<file path="src/rtl/branch_resolve_ctrl_pkg.sv">
// Shared types and constants for the branch resolution controller.
// Build option: BRANCH_PREDICT_EN selects the 2-bit BHT predictor (else static not-taken).
package branch_resolve_ctrl_pkg;

    // Controller state: IDLE resolves branches, REDIRECT holds a redirect until fetch takes it
    typedef enum logic {
        IDLE     = 1'b0,
        REDIRECT = 1'b1
    } state_e;

    // One 2-bit saturating history counter; bit 1 is the taken prediction
    typedef logic [1:0] bht2b_t;

    localparam bht2b_t      BHT_RESET = 2'b01;
    localparam logic [31:0] PC_STEP   = 32'd4;

    // Saturating counter step: 11 holds on taken, 00 holds on not-taken
    function automatic bht2b_t sat_update(input bht2b_t cur, input logic taken);
        bht2b_t nxt;
        nxt = cur;
        if (taken) begin
            if (cur != 2'b11) nxt = cur + 2'b01;
        end else begin
            if (cur != 2'b00) nxt = cur - 2'b01;
        end
        return nxt;
    endfunction

endpackage

</file>
<file path="src/rtl/branch_resolve_ctrl_bht.sv">
// Branch history table: 2-bit counters, one async read port for fetch,
// one synchronous saturating-update port for EX. A same-index read and
// update in one cycle returns the value from before the update.
module branch_history_table
    import branch_resolve_ctrl_pkg::*;
#(
    parameter int BHT_ENTRIES = 64,
    localparam int IDX_W = $clog2(BHT_ENTRIES)
) (
    input  logic             clk,
    input  logic             rst_n,
    input  logic [IDX_W-1:0] rd_idx,
    output bht2b_t           rd_data,
    input  logic             upd_en,
    input  logic [IDX_W-1:0] upd_idx,
    input  logic             upd_taken
);

    bht2b_t mem [BHT_ENTRIES];

    // Saturating update of the resolved entry; reset puts every entry at weak not-taken
    always_ff @(posedge clk or negedge rst_n) begin
        if (!rst_n) begin
            for (int i = 0; i < BHT_ENTRIES; i++) begin
                mem[i] <= BHT_RESET;
            end
        end else if (upd_en) begin
            mem[upd_idx] <= sat_update(mem[upd_idx], upd_taken);
        end
    end

    assign rd_data = mem[rd_idx];

endmodule

</file>
<file path="src/rtl/branch_resolve_ctrl.sv">
// EX-stage branch resolution: drives the comparator, detects mispredicts,
// flushes IF/ID and offers a redirect PC to fetch under valid/ready.
// Build option: BRANCH_PREDICT_EN instantiates the BHT; without it fetch
// always predicts not-taken and every taken branch/jump is a mispredict.
//
// Redirect handshake: redirect_valid rises the cycle after a mispredict and
// stays high with redirect_pc stable until a cycle where redirect_ready is
// also high; that cycle is the transfer and valid drops on the next edge.
module branch_resolve_ctrl
    import branch_resolve_ctrl_pkg::*;
#(
    parameter int BHT_ENTRIES = 64,
    parameter int CNT_W       = 16
) (
    input  logic             clk,
    input  logic             rst_n,
    input  logic             ex_valid,
    input  logic             ex_is_branch,
    input  logic             ex_is_jump,
    input  logic [31:0]      ex_pc,
    input  logic [31:0]      ex_target,
    input  logic             ex_pred_taken,
    output logic             bu_en,
    input  logic             bu_token,
    input  logic [31:0]      if_pc,
    output logic             if_pred_taken,
    output logic             flush_if_id,
    output logic             stall_ex,
    output logic             redirect_valid,
    output logic [31:0]      redirect_pc,
    input  logic             redirect_ready,
    output logic [CNT_W-1:0] mispredict_cnt,
    output state_e           state_dbg
);

    localparam int IDX_W = $clog2(BHT_ENTRIES);

    state_e      state;
    logic        resolve;
    logic        actual_taken;
    logic        mispredict;
    logic [31:0] next_pc;

    assign resolve      = ex_valid & (ex_is_branch | ex_is_jump) & (state == IDLE);
    assign bu_en        = resolve & ex_is_branch;
    // Comparator output only counts while it is enabled
    assign actual_taken = ex_is_jump | (bu_en & bu_token);
    assign next_pc      = actual_taken ? ex_target : (ex_pc + PC_STEP);

`ifdef BRANCH_PREDICT_EN
    bht2b_t rd_cnt;
    logic   unused_if_pc;

    assign mispredict    = resolve & (actual_taken != ex_pred_taken);
    assign if_pred_taken = rd_cnt[1];
    // Only the index bits of the fetch PC select an entry
    assign unused_if_pc  = ^{if_pc[31:IDX_W+2], if_pc[1:0]};

    branch_history_table #(
        .BHT_ENTRIES(BHT_ENTRIES)
    ) u_bht (
        .clk       (clk),
        .rst_n     (rst_n),
        .rd_idx    (if_pc[IDX_W+1:2]),
        .rd_data   (rd_cnt),
        .upd_en    (bu_en),
        .upd_idx   (ex_pc[IDX_W+1:2]),
        .upd_taken (actual_taken)
    );
`else
    logic unused_pred_inputs;

    // Static not-taken: any taken branch or jump was mispredicted
    assign mispredict         = resolve & actual_taken;
    assign if_pred_taken      = 1'b0;
    assign unused_pred_inputs = ^{if_pc, ex_pred_taken};
`endif

    assign flush_if_id = mispredict | (state == REDIRECT);
    assign stall_ex    = (state == REDIRECT);
    assign state_dbg   = state;

    // Redirect FSM: capture the corrected PC on a mispredict, hold it until fetch accepts
    always_ff @(posedge clk or negedge rst_n) begin
        if (!rst_n) begin
            state          <= IDLE;
            redirect_valid <= 1'b0;
            redirect_pc    <= 32'h0;
            mispredict_cnt <= '0;
        end else begin
            case (state)
                IDLE: begin
                    if (mispredict) begin
                        redirect_pc    <= next_pc;
                        redirect_valid <= 1'b1;
                        mispredict_cnt <= mispredict_cnt + {{(CNT_W-1){1'b0}}, 1'b1};
                        state          <= REDIRECT;
                    end
                end
                REDIRECT: begin
                    if (redirect_ready) begin
                        redirect_valid <= 1'b0;
                        state          <= IDLE;
                    end
                end
                default: begin
                    state          <= IDLE;
                    redirect_valid <= 1'b0;
                end
            endcase
        end
    end

endmodule

</file>
<file path="config.mk">
export PLATFORM = sky130hd
export DESIGN_NAME = branch_resolve_ctrl
export DESIGN_NICKNAME = d
export VERILOG_FILES = /design/src/rtl/branch_resolve_ctrl_pkg.sv /design/src/rtl/branch_resolve_ctrl_bht.sv /design/src/rtl/branch_resolve_ctrl.sv
export SDC_FILE = /design/constraint.sdc
export NUM_CORES = 1
export LEC_CHECK = 0
export ABC_AREA = 1
export CAP_MARGIN = 10
export CORE_UTILIZATION = 35
export CTS_CLUSTER_DIAMETER = 50
export CTS_CLUSTER_SIZE = 25
export DETAILED_ROUTE_END_ITERATION = 16
export GPL_TIMING_DRIVEN = 0
export PLACE_DENSITY = 0.81
export SLEW_MARGIN = 20
export SYNTH_ARGS = -nofsm -noshare
export SYNTH_HDL_FRONTEND = slang
export SYNTH_SLANG_ARGS = --single-unit
</file>
<file path="constraint.sdc">
create_clock -name clk -period 1.48 [get_ports clk]
set_input_delay 0.222 -clock clk [delete_from_list [all_inputs] [get_ports clk]]
set_output_delay 0.222 -clock clk [all_outputs]
set_load 0.01 [all_outputs]
</file>
==> flow_metrics.env, run 1 <==
export IMPL_r2r_setup_slack_ns=0.08
export IMPL_gp_congestion=0.790
export IMPL_cp_startpoint="stall_ex"
export IMPL_drc=0
export IMPL_max_freq_ghz=0.698
export IMPL_drt_total_wl_um=5470
export IMPL_regArea_um2=1250
export IMPL_p_int_mw=3.04
export IMPL_path_delay_family="flip-flops"
export IMPL_power_density_nw_per_um2=1220
export IMPL_antenna_found_initial=0
export IMPL_layout_nets=492
export IMPL_ys_types=20
export IMPL_finalSetupViolCount=0
export IMPL_r2r_start="mispredict_cnt[0]"
export IMPL_diodes=0
export IMPL_yosysSeqAreaShare_pct=56.4
export IMPL_synth_area_um2=2220
export IMPL_endpoint_kind="output pin"
export IMPL_die_h_um=81.6
export IMPL_grt_pass1_vias=2005
export IMPL_critPathArrivalTime_ns=1.21
export IMPL_irDropWorstVdd_v=0.000667
export IMPL_multi_input_area_um2=863
export IMPL_worstMarginPinSlew_ns=0.610
export IMPL_ys_warn_count=0
export IMPL_layoutNonFillerInstCount=462
export IMPL_hpwlAfterDp_um=4030
export IMPL_cts_sinks=50
export IMPL_viasPerCell=4.53
export IMPL_die_area_um2=6660
export IMPL_io_pins=158
export IMPL_maxCapViolCount=0
export IMPL_avgSynthCellArea_um2=8.21
export IMPL_final_antenna_net_count=0
export IMPL_hold_path_startpoint="ex_target[14]"
export IMPL_layout_drive_gt1_share_pct=13.2
export IMPL_swShare_pct=29.6
export IMPL_leakage_nw=1.86
export IMPL_fin_crit_sh_pct=96.8
export IMPL_p_comb_share_pct=35.0
export IMPL_status="completed"
export IMPL_crit_buf_inv=3
export IMPL_pwr_share_clk_pct=22.3
export IMPL_insertion_delay_ns=0.29
export IMPL_grtUsageTotal_pct=18.5
export IMPL_crit_required_ns=1.26
export IMPL_drt_iter0_drc=128
export IMPL_std_cell_rows=28
export IMPL_rsz0062_at_grt="true"
export IMPL_initial_core_util_pct=36.8
export IMPL_hp_class="input port to flip-flop"
export IMPL_tritoncts="yes"
export IMPL_layout_common_cells="nand2_1 (142), clkdlybuf4s50_1 (70), dfrtp_1 (47), buf_4 (24), nor2_1 (15)"
export IMPL_grt_pass1_wl_um=9180
export IMPL_relSlewSlack_pct=59.3
export IMPL_htreeDepth=2
export IMPL_cts_root_buf="clkbuf_8"
export IMPL_skew_ns=0.00735
export IMPL_clockBufferDepth=2
export IMPL_slew_violations=0
export IMPL_path_cells="inv_2 > nand4_1 > nand2_2 > clkinv_4 > nand2_4 > buf_6"
export IMPL_critPathLaunchType="flip-flop"
export IMPL_wl_per_cell_um=11.8
export IMPL_slowest_delay_ns=0.40
export IMPL_layout_commonest_cell="nand2_1"
export IMPL_vias=2095
export IMPL_firstDrtPassIters=4
export IMPL_slowest_stage="dfrtp_1"
export IMPL_path_class="flip-flop to output pin"
export IMPL_syn_nets=375
export IMPL_core_area_um2=6030
export IMPL_fin_crit_ns=1.43
export IMPL_path_clk_slew_ns=0.09
export IMPL_grt_max_degree=51
export IMPL_synthCells=270
export IMPL_overflow=0
export IMPL_finalHoldViolCount=0
export IMPL_critPathMaxFanout=5
export IMPL_fin_util_pct=58.7
export IMPL_port_buffers=91
export IMPL_synth_seq_cells=50
export IMPL_pwr_share_seq_pct=42.8
export IMPL_power_switching_mw=1.28
export IMPL_numCtsBuffers=5
export IMPL_die_w_um=81.6
export IMPL_dp_cells=436
export IMPL_fill_cells=560
export IMPL_syn2layout_area_growth_pct=59.4
==> power by group through the flow <==
| stage | registers, mW | logic (mW) | clock network [mW] |
|---|---|---|---|
| 2_1_floorplan | 2.01 | 0.404 | 0 |
| 4_1_cts | 1.86 | 1.46 | 1.00 |
| 6_report | 1.85 | 1.51 | 0.961 |
| 3_5_place_dp | 1.91 | 1.39 | 0 |
| 5_1_grt | 1.88 | 1.67 | 1.05 |
| 3_3_place_gp | 1.90 | 1.36 | 0 |
==> worst register-to-register path, stage by stage (launching register included) <==
cell,delay [ns]
dfrtp_1,0.43
ha_2,0.25
inv_1,0.05
nor2_1,0.21
nand3_1,0.11
nand2_1,0.07
nand2_1,0.06
nand2_1,0.07
nand2_1,0.05
==> what timing repair did <==
item,CTS,global route
resized for setup,20,22
pin swaps,1,1
hold buffers,1,0
hold endpoints to repair,50,0
endpoints found under the setup margin,18,20
buffers inserted,13,6
==> synth_stat cells, drive strengths merged <==
library cell	n	area, um^2
dfrtp	50	1250
nor3	2	21.3
buf	11	67.6
nand3	10	55.1
xor2	4	35.0
nor2	16	60.1
and3	1	6.26
ha	1	12.5
nand4	7	43.8
inv	14	52.6
o21ai	2	10.0
xnor2	5	43.8
a21oi	1	5.00
conb	1	3.75
nand2	145	549
==> metrics by stage <==
stage | hold slack (ns) | total power [mW] | worst slack, ns | area (um^2) | setup TNS [ns]
floorplan | -0.0736 | 2.42 | 0.165 | 2220 | 0
global placement | 0.454 | 3.26 | -1.28 | 3220 | -65.02
detailed placement | 0.291 | 3.29 | -0.604 | 3220 | -1.64
CTS | 0.437 | 4.32 | -0.0901 | 3450 | -0.0901
global route | 0.438 | 4.61 | -0.0205 | 3530 | -0.0334
finish | 0.448 | 4.32 | 0.0477 | 3530 | 0
==> cell families after synthesis <==
| family | Yosys count | share of synthesized area [%] |
|---|---|---|
| flops | 50 | 56.4 |
| fa+ha+maj | 1 | 0.564 |
| buf+inv | 25 | 5.42 |
| other cells | 1 | 0.169 |
| compound gates | 3 | 0.677 |
| xor+xnor | 9 | 3.56 |
| simple gates | 181 | 33.2 |
==> registers in the layout, indices dropped and copies added (netlist names) <==
signal,flops
redirect_pc,32
mispredict_cnt,16
redirect_valid,1
stall_ex,1
==> cell type report <==
class,instances,area share [%]
plain buffers,10,1.88
clock buffers,6,2.34
clock inverters,1,0.850
inverters,14,1.63
multi-input cells,195,24.4
flip-flops and latches,50,35.5
well taps,75,2.65
repair buffers,111,30.7
==> worst paths after layout <==
kind,end,cells after the start
max in group asynchronous,mispredict_cnt[10],2
worst min-delay path,redirect_pc[14],3
worst max-delay path,flush_if_id,6
min in group asynchronous,redirect_pc[25],2
worst min register to register,redirect_pc[17],2
worst max register to register,mispredict_cnt[12],8
==> layer usage <==
metal / global-route usage [%] / vias up / part of all wire (%)
met5: 0 / - / 0
met4: 6.32 / 0 / 1.3
met3: 8.67 / 9 / 10
met2: 29.9 / 76 / 47
met1: 21.5 / 949 / 41
li1: - / 1061 / -
(Power assumes the default switching activity.)
==> run 2: changes to the inputs <==
- ABC_CLOCK_PERIOD_IN_PS: not set -> 1600
- SLEW_MARGIN: 20 -> 10
- clock period: 1.48 -> 1.6 ns (I/O delays scaled with it)
==> run 2 against run 1 <==
  * Final area decreased by 4.1%
  * Core utilization decreased by 2.4 points
  * Routed wire length decreased by 2.2%
  * Critical endpoint is now mispredict_cnt[3]
  * Cell count decreased by 2.6%
==> flow_metrics.env, run 2 (synthesis gave the netlist of run 1 again) <==
export IMPL_status="completed"
export IMPL_path_class="flip-flop to output pin"
export IMPL_multi_input_area_um2=853
export IMPL_viasPerCell=4.48
export IMPL_reg_top3="redirect_pc x32, mispredict_cnt x16"
export IMPL_port_buffers=91
export IMPL_finalSetupViolCount=0
export IMPL_finalHoldViolCount=0
export IMPL_r2r_start="stall_ex"
export IMPL_std_cell_rows=28
export IMPL_htreeDepth=2
export IMPL_layout_nets=479
export IMPL_gp_congestion=0.790
export IMPL_regArea_um2=1260
export IMPL_wl_per_cell_um=11.9
export IMPL_critPathLaunchType="flip-flop"
export IMPL_hp_class="input port to asynchronous set/reset pin"
export IMPL_top_register="redirect_pc"
export IMPL_die_h_um=81.6
export IMPL_tritoncts="yes"
export IMPL_clockBufferDepth=2
export IMPL_fin_area_um2=3390
export IMPL_slowest_delay_ns=0.56
export IMPL_leakage_nw=1.63
export IMPL_endpoint_kind="output pin"
export IMPL_drc=0
export IMPL_grt_pass1_vias=1958
export IMPL_syn2layout_area_growth_pct=52.9
export IMPL_layout_drive_gt1_share_pct=10.9
export IMPL_path_cells="clkdlybuf4s50_1"
export IMPL_finalPower_mw=3.81
export IMPL_vias=2018
export IMPL_die_area_um2=6660
export IMPL_io_pins=158
export IMPL_largest_reg_flops=32
export IMPL_die_w_um=81.6
export IMPL_power_density_nw_per_um2=1120
export IMPL_cts_root_buf="clkbuf_8"
export IMPL_path_clk_slew_ns=0.09
export IMPL_r2r_setup_slack_ns=0.17
export IMPL_grt_pass1_wl_um=8960
export IMPL_dp_slack_ns=-0.499
export IMPL_cts_sinks=50
export IMPL_slew_violations=0
export IMPL_numCtsBuffers=5
export IMPL_initial_core_util_pct=36.8
export IMPL_crit_buf_inv=1
export IMPL_skew_ns=0.00429
export IMPL_antenna_found_initial=0
export IMPL_grt_max_degree=36
export IMPL_r2r_end="mispredict_cnt[13]"
export IMPL_placed_cell_area_um2=3240
export IMPL_overflow=0
export IMPL_final_setup_tns_ns=0
export IMPL_crit_required_ns=1.36
export IMPL_critPathMaxFanout=4
export IMPL_layout_commonest_cell="nand2_1"
export IMPL_critPathArrivalTime_ns=1.30
export IMPL_fin_ws_ns=0.0570
export IMPL_layout_common_cells="nand2_1 (142), clkdlybuf4s50_1 (86), dfrtp_1 (44), nor2_1 (15), inv_1 (12)"
export IMPL_irDropWorstVdd_v=0.000604
export IMPL_grtUsageTotal_pct=18.0
export IMPL_drt_iter0_drc=69
export IMPL_slowest_stage="clkdlybuf4s50_1"
export IMPL_diodes=0
export IMPL_fin_crit_ns=1.54
export IMPL_insertion_delay_ns=0.30
export IMPL_rsz0062_at_grt="true"
export IMPL_r2r_cells=8
export IMPL_firstDrtPassIters=4
export IMPL_fill_cells=567
export IMPL_hpwlAfterDp_um=4130
export IMPL_maxCapViolCount=0
export IMPL_final_antenna_net_count=0
export IMPL_fin_crit_sh_pct=96.4
export IMPL_max_freq_ghz=0.648
export IMPL_core_area_um2=6030
export IMPL_path_delay_family="buffers and inverters"
export IMPL_drt_total_wl_um=5350
==> run 2: cell count changes in the layout (fill, tap and decap cells not counted), moves of 2 or more <==
cell             before  now
buf_4                24   10
dfrtp_2               3    6
clkdlybuf4s50_1      70   86
dlygate4sd2_1         5    3
dlymetal6s2s_1       12    0
clkinvlp_4            0    2
clkdlybuf4s15_1       2    0
dfrtp_1              47   44
==> run 2: worst max path at each step <==
stage,to,slack [ns],cells past startpoint,start
4_1_cts,flush_if_id,-0.11,6,stall_ex
2_1_floorplan,mispredict_cnt[8],0.29,6,mispredict_cnt[0]
6_report,mispredict_cnt[3],0.06,1,mispredict_cnt[3]
3_5_place_dp,flush_if_id,-0.50,7,ex_valid
5_1_grt,flush_if_id,-0.03,6,stall_ex
3_3_place_gp,redirect_pc[12],-1.18,1,rst_n
==> run 2: area by class of cell <==
type / instances / share of cell area, %
flip-flops and latches: 50 / 37.1
well taps: 75 / 2.77
plain buffers: 10 / 1.85
repair buffers: 98 / 28.6
clock buffers: 6 / 2.44
multi-input cells: 195 / 25.2
clock inverters: 2 / 0.369
inverters: 14 / 1.66
==> run 2: power by group <==
part,switching [mW],internal (mW)
logic,0.565,0.737
clock network,0.417,0.348
registers,0.210,1.54
total,1.19,2.62
==> run 2: through the flow <==
stage	utilization [%]	hold WS, ns	cells
after floorplan	-	-0.0556	270
after global placement	53.5	0.454	436
after detailed placement	53.7	0.179	437
after CTS	55.7	0.384	447
after global routing	56.3	0.406	450
final	56.3	0.380	450
==> run 2: layer usage <==
| metal | part of all wire (%) | GRT usage, % | wire length, um | vias to the layer above |
|---|---|---|---|---|
| li1 | - | - | - | 1031 |
| met1 | 43 | 21.9 | 2290 | 911 |
| met2 | 46 | 27.7 | 2460 | 67 |
| met3 | 9.6 | 8.33 | 512 | 9 |
| met4 | 1.6 | 7.19 | 86 | 0 |
| met5 | 0 | 0 | 0 | - |
==> run 2: timing repair <==
| action | 4_1_cts | 5_1_grt |
|---|---|---|
| setup endpoints to repair | 4 | 13 |
| hold endpoints to repair | 15 | 0 |
| gates resized for setup | 8 | 10 |
| pin swaps | 0 | 1 |
| setup buffers | 2 | 3 |
| hold buffers | 1 | 0 |
==> run 3: changes to the inputs <==
- CORE_MARGIN: not set -> 2
==> run 3 against run 2 <==
  * Via count is 0.50% higher
  * Cell count fell by 0.67%
  * Clock skew rose by 0.0050 ns
  * Core utilization down 0.66 points
  * Critical endpoint is now mispredict_cnt[12]
  * Largest cell class unchanged
==> flow_metrics.env, run 3 (synthesis gave the netlist of run 1 again) <==
export IMPL_die_h_um=83.6
export IMPL_layout_common_cells="nand2_1 (143), clkdlybuf4s50_1 (86), dfrtp_1 (45), nor2_1 (16), inv_1 (12)"
export IMPL_grt_pass1_wl_um=9230
export IMPL_max_freq_ghz=0.651
export IMPL_numCtsBuffers=5
export IMPL_top_register="redirect_pc"
export IMPL_layout_drive_gt1_share_pct=9.14
export IMPL_crit_required_ns=1.36
export IMPL_cts_root_buf="clkbuf_8"
export IMPL_hp_class="input port to asynchronous set/reset pin"
export IMPL_layoutNonFillerInstCount=447
export IMPL_fill_cells=582
export IMPL_critPathMaxFanout=6
export IMPL_drc=0
export IMPL_pwr_share_clk_pct=19.7
export IMPL_power_switching_mw=1.16
export IMPL_grt_pass1_vias=1977
export IMPL_die_area_um2=6990
export IMPL_multi_input_area_um2=848
export IMPL_slowest_stage="clkdlybuf4s50_1"
export IMPL_leakage_nw=1.62
export IMPL_firstDrtPassIters=4
export IMPL_maxCapViolCount=0
export IMPL_p_comb_share_pct=33.9
export IMPL_swShare_pct=30.9
export IMPL_path_cells="clkdlybuf4s50_1"
export IMPL_endpoint_kind="output pin"
export IMPL_path_clk_slew_ns=0.09
export IMPL_clockBufferDepth=2
export IMPL_p_int_mw=2.60
export IMPL_layout_nets=476
export IMPL_grtUsageTotal_pct=16.3
export IMPL_skew_ns=0.00928
export IMPL_finalPower_mw=3.77
export IMPL_tritoncts="yes"
export IMPL_power_density_nw_per_um2=1120
export IMPL_viasPerCell=4.54
export IMPL_fin_crit_sh_pct=96.1
export IMPL_fin_util_pct=55.6
export IMPL_fin_crit_ns=1.54
export IMPL_drt_iter0_drc=72
export IMPL_critPathLaunchType="flip-flop"
export IMPL_die_w_um=83.6
export IMPL_diodes=0
export IMPL_final_setup_tns_ns=0
export IMPL_path_class="flip-flop to output pin"
export IMPL_vias=2028
export IMPL_status="completed"
export IMPL_reg_top3="redirect_pc x32, mispredict_cnt x16"
export IMPL_pwr_share_seq_pct=46.5
export IMPL_path_delay_family="buffers and inverters"
export IMPL_slew_violations=0
export IMPL_core_area_um2=6030
export IMPL_io_pins=158
export IMPL_whs_ns=0.365
export IMPL_std_cell_rows=28
export IMPL_wl_per_cell_um=11.9
export IMPL_port_buffers=91
export IMPL_insertion_delay_ns=0.30
export IMPL_finalSetupViolCount=0
export IMPL_htreeDepth=2
export IMPL_slowest_delay_ns=0.58
export IMPL_layout_commonest_cell="nand2_1"
export IMPL_hpwlAfterDp_um=4200
export IMPL_syn2layout_area_growth_pct=51.1
export IMPL_gp_congestion=0.788
export IMPL_overflow=0
export IMPL_irDropWorstVdd_v=0.000574
export IMPL_critPathArrivalTime_ns=1.30
export IMPL_dp_cells=437
export IMPL_final_antenna_net_count=0
export IMPL_crit_buf_inv=1
export IMPL_antenna_found_initial=0
export IMPL_cts_sinks=50
export IMPL_finalHoldViolCount=0
export IMPL_regArea_um2=1260
export IMPL_drt_total_wl_um=5330
export IMPL_grt_max_degree=37
export IMPL_initial_core_util_pct=36.8
export IMPL_rsz0062_at_grt="false"
export IMPL_largest_reg_flops=32
run 3: per-layer routing:
metal | GRT usage [%] | vias up | share of wire (%)
li1 | - | 1027 | -
met2 | 26.3 | 74 | 44
met3 | 7.42 | 8 | 11
met1 | 19.6 | 919 | 44
met4 | 4.99 | 0 | 1.4
met5 | 0 | - | 0
run 3: power by group through the flow:
stage	clock network [mW]	registers (mW)	logic (mW)
floorplan	0	1.86	0.374
global placement	0	1.75	1.26
detailed placement	0	1.76	1.29
CTS	0.771	1.75	1.30
global route	0.824	1.79	1.40
finish	0.741	1.75	1.28
run 3: per-stage QoR:
stage / instance area [um^2] / setup slack (ns)
floorplan: 2220 / 0.285
global placement: 3220 / -1.12
detailed placement: 3240 / -0.524
CTS: 3350 / -0.00725
global route: 3350 / 0.000885
finish: 3350 / 0.0631
run 3: layout make-up:
type / count / area share (%)
sequential: 50 / 37.5
inverter: 14 / 1.64
multi-input combinational: 195 / 25.3
tap: 75 / 2.80
buffer: 10 / 1.87
clock buffer: 7 / 2.58
timing repair buffer: 95 / 28.1
clock inverter: 1 / 0.149
run 3: repair_timing:
action                     in CTS  in global routing
gates resized for setup        10                  7
buffers inserted                2                  0
hold endpoints to repair       14                  0
cloned                          0                  0
pin swaps                       1                  1
setup endpoints to repair       3                  7
hold buffers                    1                  0
run 3: worst paths after layout:
kind	startpoint	endpoint	slack [ns]	depth (start not counted)
min in group clk	ex_target[20]	redirect_pc[20]	0.47	3
min reg2reg	redirect_pc[24]	redirect_pc[24]	0.48	2
max in group asynchronous	rst_n	mispredict_cnt[10]	0.71	3
max reg2reg	stall_ex	redirect_pc[27]	0.21	8
min	rst_n	redirect_pc[27]	0.36	2
max	mispredict_cnt[12]	mispredict_cnt[12]	0.06	1
